**src/rtl/pwm_cfg_sequencer.sv**
```systemverilog
// Per-channel PWM configuration sequencer: shadows period/duty/enable commands and
// applies them glitch-free at the generator's period boundary. Optional duty ramp: PWM_CFG_SEQ_RAMP_EN.
module pwm_cfg_sequencer #(
    parameter int NUM_CH        = 4,
    parameter int COUNTER_WIDTH = 16,
    parameter int RAMP_STEP     = 1,
    localparam int CH_W         = (NUM_CH > 1) ? $clog2(NUM_CH) : 1
) (
    input  logic                              clk,
    input  logic                              rst_n,
    input  logic                              cmd_valid,
    output logic                              cmd_ready,
    input  logic [CH_W-1:0]                   cmd_ch,
    input  logic                              cmd_en,
    input  logic [COUNTER_WIDTH-1:0]          cmd_period,
    input  logic [COUNTER_WIDTH-1:0]          cmd_duty,
    input  logic [NUM_CH-1:0]                 period_end,
    output logic [NUM_CH*COUNTER_WIDTH-1:0]   pwm_period,
    output logic [NUM_CH*COUNTER_WIDTH-1:0]   pwm_duty,
    output logic [NUM_CH-1:0]                 ch_enable,
    output logic [NUM_CH-1:0]                 pending,
    output logic [NUM_CH-1:0]                 update_done
);

    // state      | meaning
    // ST_IDLE    | no unapplied command, channel accepts a new one
    // ST_PENDING | shadow holds a command (or a ramp still in progress)
    typedef enum logic {ST_IDLE = 1'b0, ST_PENDING = 1'b1} ch_state_t;

    localparam int W = COUNTER_WIDTH;

    if (RAMP_STEP < 1) begin : g_bad_step
        $error("RAMP_STEP must be at least 1");
    end

    ch_state_t          state_q [NUM_CH];
    ch_state_t          state_d [NUM_CH];

    logic [W-1:0]       period_q [NUM_CH];
    logic [W-1:0]       duty_q   [NUM_CH];
    logic [NUM_CH-1:0]  en_q;
    logic [NUM_CH-1:0]  done_q;

    logic [W-1:0]       sh_period [NUM_CH];
    logic [W-1:0]       sh_duty   [NUM_CH];
    logic [NUM_CH-1:0]  sh_en;

    logic [NUM_CH-1:0]  accept;
    logic [NUM_CH-1:0]  apply_now;
    logic [NUM_CH-1:0]  finish;
    logic [W-1:0]       duty_next [NUM_CH];
    logic [W-1:0]       clamp_duty;
    logic               ch_valid;

    assign ch_valid   = (int'(cmd_ch) < NUM_CH);
    assign clamp_duty = (cmd_duty > cmd_period) ? cmd_period : cmd_duty;

    // State register
    always_ff @(posedge clk or negedge rst_n) begin
        if (!rst_n) begin
            for (int i = 0; i < NUM_CH; i++) state_q[i] <= ST_IDLE;
        end else begin
            for (int i = 0; i < NUM_CH; i++) state_q[i] <= state_d[i];
        end
    end

    // Next-state logic
    always_comb begin
        for (int i = 0; i < NUM_CH; i++) begin
            state_d[i] = state_q[i];
            case (state_q[i])
                ST_IDLE:    if (accept[i]) state_d[i] = ST_PENDING;
                ST_PENDING: if (finish[i]) state_d[i] = ST_IDLE;
                default:    state_d[i] = ST_IDLE;
            endcase
        end
    end

    // Output / control decode
    always_comb begin
        cmd_ready = 1'b0;
        if (ch_valid) cmd_ready = (state_q[cmd_ch] == ST_IDLE);
        for (int i = 0; i < NUM_CH; i++) begin
            accept[i]    = cmd_valid && cmd_ready && (int'(cmd_ch) == i);
            apply_now[i] = (state_q[i] == ST_PENDING) && (!en_q[i] || period_end[i]);
            pending[i]   = (state_q[i] == ST_PENDING);
`ifdef PWM_CFG_SEQ_RAMP_EN
            duty_next[i] = duty_q[i];
            finish[i]    = 1'b0;
            if (apply_now[i]) begin
                if (!sh_en[i]) begin
                    // disable jumps straight to the shadow values, no ramp-down
                    duty_next[i] = sh_duty[i];
                    finish[i]    = 1'b1;
                end else if (!en_q[i]) begin
                    duty_next[i] = '0;
                    finish[i]    = (sh_duty[i] == '0);
                end else begin
                    if (duty_q[i] < sh_duty[i]) begin
                        if ((sh_duty[i] - duty_q[i]) <= W'(RAMP_STEP))
                            duty_next[i] = sh_duty[i];
                        else
                            duty_next[i] = duty_q[i] + W'(RAMP_STEP);
                    end else begin
                        if ((duty_q[i] - sh_duty[i]) <= W'(RAMP_STEP))
                            duty_next[i] = sh_duty[i];
                        else
                            duty_next[i] = duty_q[i] - W'(RAMP_STEP);
                    end
                    finish[i] = (duty_next[i] == sh_duty[i]);
                end
            end
`else
            duty_next[i] = sh_duty[i];
            finish[i]    = apply_now[i];
`endif
        end
    end

    always_ff @(posedge clk or negedge rst_n) begin
        if (!rst_n) begin
            for (int i = 0; i < NUM_CH; i++) begin
                sh_period[i] <= '0;
                sh_duty[i]   <= '0;
            end
            sh_en <= '0;
        end else begin
            for (int i = 0; i < NUM_CH; i++) begin
                if (accept[i]) begin
                    sh_period[i] <= cmd_period;
                    sh_duty[i]   <= clamp_duty;
                    sh_en[i]     <= cmd_en;
                end
            end
        end
    end

    // Period, duty and enable move together so the generator never sees a mixed config
    always_ff @(posedge clk or negedge rst_n) begin
        if (!rst_n) begin
            for (int i = 0; i < NUM_CH; i++) begin
                period_q[i] <= '0;
                duty_q[i]   <= '0;
            end
            en_q   <= '0;
            done_q <= '0;
        end else begin
            for (int i = 0; i < NUM_CH; i++) begin
                done_q[i] <= apply_now[i] && finish[i];
                if (apply_now[i]) begin
                    period_q[i] <= sh_period[i];
                    duty_q[i]   <= duty_next[i];
                    en_q[i]     <= sh_en[i];
                end
            end
        end
    end

    for (genvar g = 0; g < NUM_CH; g++) begin : g_pack
        assign pwm_period[g*W +: W] = period_q[g];
        assign pwm_duty[g*W +: W]   = duty_q[g];
    end

    assign ch_enable   = en_q;
    assign update_done = done_q;

endmodule

```
**config.mk**
```make
export PLATFORM = sky130hd
export DESIGN_NAME = pwm_cfg_sequencer
export DESIGN_NICKNAME = d
export VERILOG_FILES = /design/src/rtl/pwm_cfg_sequencer.sv
export SDC_FILE = /design/constraint.sdc
export NUM_CORES = 1
export LEC_CHECK = 0
export CELL_PAD_IN_SITES_DETAIL_PLACEMENT = 2
export CELL_PAD_IN_SITES_GLOBAL_PLACEMENT = 2
export CORE_MARGIN = 3
export CORE_UTILIZATION = 36
export CTS_CLUSTER_SIZE = 10
export DETAILED_ROUTE_END_ITERATION = 7
export PLACE_DENSITY = 0.89
export SKIP_LAST_GASP = 1
export SLEW_MARGIN = 10
export SYNTH_ARGS = -nofsm -noshare
export SYNTH_HDL_FRONTEND = slang
export SYNTH_SLANG_ARGS = --single-unit
```
**constraint.sdc**
```tcl
create_clock -name clk -period 5 [get_ports clk]
set_clock_uncertainty 0.1 [all_clocks]
set_input_delay 1 -clock clk [delete_from_list [all_inputs] [get_ports clk]]
set_output_delay 1 -clock clk [all_outputs]
set_load 0.05 [all_outputs]
```
# == Word-level counts from Yosys, hierarchy flattened ==
# Cells that the tools add are included.
# word_totals
reg_bits,272
input_bits,42
wordCells,74
# op_classes
order_cmp,2
eq_ne,3
muxes,16
bitwise_logic,6
n_reduce_logical,18
# ops
op,count
$gt 16x16->1,1
$mux 16,1
$mux 1,10
$logic_and 1x1->1,9
$pmux 1 s2,4
$not 1->1,5
$eq 2x2->1 const B,2
$logic_not 1->1,4
$logic_or 1x1->1,4
$ge 3x3->1 const B,1
$not 2->3,1
$bmux 1 s2,1
$eq 2x1->1 const B,1
$logic_not 2->1,1

# == Logic depth before layout (Yosys ltp) ==
# Gate-level depths: netlist of run 1.
# depth
word_depth,9
depth_mapped,9
depth_no_buf,8

# == Least setup slack after synthesis of run 1 ==
# OpenSTA, ideal clock, no wires.
# synth_timing
path_type,input port to output port
from,input port cmd_ch[1]
to,output port cmd_ready
arrival_time_ns,2.397
path_slack_ns,1.503
stages,2
n_path_buf,0
path_cell_list,mux2_2 > o21ai_0
# synth_between
elab_chain_len,5
# synth_rtl
item,line,rtl
start: declaration,13,"input logic [CH_W-1:0] cmd_ch,"
$not 2->3 (implied by the code),82,if (ch_valid) cmd_ready = (state_q[cmd_ch] == ST_IDLE);
$bmux 1 s2,82,
$mux 1 (implied by the code) (2 in series),82,
$not 1->1,82,
end: declaration,12,"output logic cmd_ready,"
# No other way between the ends. The select of a mux whose other input is x is not followed.

# == Worst setup path after layout of run 1 ==
# Same ends and word-level chain as after synthesis.

==> results of run 1 <==
[layout make-up]
type,count,share of cell area
sequential,272,0.494
multi-input combinational,665,0.252
timing repair buffer,214,0.153
clock buffer,34,0.0586
tap,378,0.0343
inverter,24,0.00654
clock inverter,2,0.00100
antenna,2,0.000363
[sequential cells by signal, indices dropped and copies added (netlist names)]
register / cells
ch_enable: 4
sh_en: 4
pwm_period: 64
update_done: 4
pending: 4
sh_period: 64
pwm_duty: 64
duty_next: 64
[critical path, delay by kind of cell]
kind | cells | cell delay (ns)
AO/OA/AOI/OAI | 1 | 0.28
buffers and inverters | 2 | 1.50
multiplexers | 1 | 0.39
[cell families after synthesis]
family          count (synthesis)
mux                            85
compound gates                 86
simple gates                  478
buf+inv                        72
fa+ha+maj                      16
flops                         272
[layer usage]
metal,vias up,track usage
met5,-,0
met4,2,0.0985
met3,85,0.0431
met2,236,0.467
met1,4370,0.315
li1,3600,-
[power by group through the flow]
stage	combinational [mW]	sequential [mW]	clock, mW
6_report	5.15	4.01	2.00
5_1_grt	5.50	4.11	2.12
4_1_cts	5.22	4.01	2.03
3_5_place_dp	5.10	4.00	0
3_3_place_gp	4.85	3.91	0
2_1_floorplan	1.38	5.59	0
[stage by stage]
step,worst slack [ns],util
3_5_place_dp,0.585,0.457
4_1_cts,0.709,0.486
3_3_place_gp,0.756,0.457
5_1_grt,0.709,0.486
2_1_floorplan,1.50,-
6_report,0.724,0.486
[worst min-delay path by stage]
| stage | endpoint | depth (start not counted) |
|---|---|---|
| 4_1_cts | pwm_period[19] | 2 |
| 6_report | pwm_period[34] | 2 |
| 2_1_floorplan | pwm_period[0] | 2 |
| 5_1_grt | pwm_period[4] | 2 |
| 3_3_place_gp | pwm_duty[28] | 2 |
| 3_5_place_dp | pwm_period[19] | 2 |
[cells in the final DEF, fill, tap and decap left out, types with 3 or more instances in the layout]
cell	instances
a21oi_1	70
buf_12	3
buf_4	29
clkbuf_16	31
clkdlybuf4s50_1	181
clkinv_1	4
dfrtp_1	272
ha_1	16
inv_1	20
mux2_2	69
mux2i_1	16
nand2_1	392
nor2_1	74
o21ai_0	6
o21ai_2	4
==> results.md, run 1 <==
* Clock power share at 0.179
* Max_cap viols at 0
* Synth Area in Compound Gates at 0.0440
* Tot Pwr at around 11 mW
* Post-route cell area at about 0.014 sq mm
* DRC errors left at 0
* Cell Count, Final, Fillers Out at around 1600
* Outcome: finished, final reports clean
* Top Layer Used: met5
* Critical Path Sink: cmd_ready
* Fin. max-slew vios at 0
* Worst-path clk slew at 0.06 ns
* Die X at around 180 um
* I/O Buffers at about 180
* Highest clock rate at 0.234 GHz
* Mux cell area share after synthesis at 0.0891
* Simple-gate share of the synthesized area at 0.174
* Initial core utilization at 0.371
* Area growth syn-to-layout at 30.9%
* Sw Ratio at 0.465
* Via count at around 8300
* Critical path endpoint category: output pin
* Synth cell types at 27
* Initial antenna violation count at 2
* Net Switching at 5.19 mW
* Critical path data required time at a little under 4 ns
* Clock buffer depth at 3
* Total CTS buffers at 31
* Critical path start-end classification: in -> out
* Yosys reg bits at about 270
* Worst ir drop on vdd at between 0.4 and 0.5 mV
* Crit path from: cmd_ch[1]
* Post-Synth Adder-Cell Area at 0.0190
* Fill count at roughly 2900
* Largest net degree at the start of global routing at 132
* CP max stage cell: clkdlybuf4s50_1
* Syn Std Cell Area at roughly 0.011 sq mm
* Crit path largest cell delay at between 0.8 and 0.9 ns
* Reg2reg path depth at 3
* Met2 routed wirelength at around 21000 um
* Fin crit period at about 4.3 ns
* CP arrival at about 3.2 ns
* Fraction of registers with async set/reset at 1.00
* 1st-pass router iterations at 4
* Gpl congestion at 0.827
* Root Driver: clkbuf_16
* Skew-Pair Late Insertion Delay at approximately 0.56 ns
* Seq pwr share at 0.359
* Post-synth top area share at 0.647
* DR iter-0 viols at around 520
* CTS sink cnt at roughly 270
* Number of cells upsized or downsized after cts at 0
* Post-synth top cells: nand2_1 (392), dfrtp_1 (272), nor2_1 (74)
* Final setup viols at 0
* WL per Instance at 25.1 um
* Post-synthesis sequential area ratio at 0.647
* GRT Total Usage at 0.260
* RSZ-0062 raised after global routing: no
* CP Launch Type: primary input
* Worst-path cell chain: clkdlybuf4s50_1, mux2_2, o21ai_0, clkdlybuf4s50_1
* Crit Path Max Fanout at 5
* DP Cell Count at 1553
* Num rows at 61
* Slew @ Worst Pin at around 1.2 ns
* Setup slack, reg-to-reg at roughly 2.6 ns
* Top FF cell, synth: dfrtp_1
* Register Area at between 0.006 and 0.007 sq mm
* Final hold violations at 0
* Reg2reg end: sh_period[48]
* P_int at 5.96 mW
* Most common cell in the netlist: nand2_1
* M1 WL at between 15000 and 20000 um
* XOR/XNOR share of the synthesized area at 0
* Vias in the first global route at around 10000
* Avg Synthesized Cell Area at 10.4 sq um
* Post-CTS Setup Inserts at 0
* Pwr/cell area at roughly 810 mW/mm^2
* Multi-input logic area at between 0.003 and 0.004 sq mm
* Number of synthesized flops with an enable pin at 0
* Cells after synthesis at roughly 1000
* Final period utilization at 0.855
* First-pass GRT wire length at 61700 um
* Die height at around 180 um
* Placed Area at about 0.013 sq mm
* LEAKAGE at between 6 and 7 nW
* Worst Min Path Start: sh_period[18]
* ANT nets after route at 0
* Layout net count at around 1300
* Final HPWL DP at roughly 27000 um
* Total wire length at ~40000 um
* Final setup TNS at 0 ns
* Synth top area cells: dfrtp_1 (65%), nand2_1 (14%), mux2_2 (7.4%)
* Area leader, netlist: dfrtp_1
* Hold Path Class: reg -> reg
* Hold_buf cts at 0
* Headroom to the max-slew limit at 0.208
* H-tree levels at 1
* Final hold slack at 0.374 ns
* YS warnings at 0
* Fraction of layout cells with a size suffix above 1 at 0.121
* FF-to-FF Start: pending[0]
* Die Area at around 0.031 sq mm
* Comb power frac at 0.462
* Syn nets at 1067
* Gr ovfl total at 0
* Core Region at 0.0283 sq mm
* Routed wl met3 at about 1900 um
* Main combinational cell family by area after synthesis: simple AND/OR/NAND/NOR gates
* Vias per cell at 5.21
* Most frequent CP cell: clkdlybuf4s50_1
* CTS tree: done
* IO Pins at 183
Note: power is estimated with default switching activity, not from simulation.
==> run 2: changes to the inputs <==
SLEW_MARGIN = not set   (was 10)
==> results of run 2 <==
No change in the layout: final DEF, timing and power equal those of run 1.
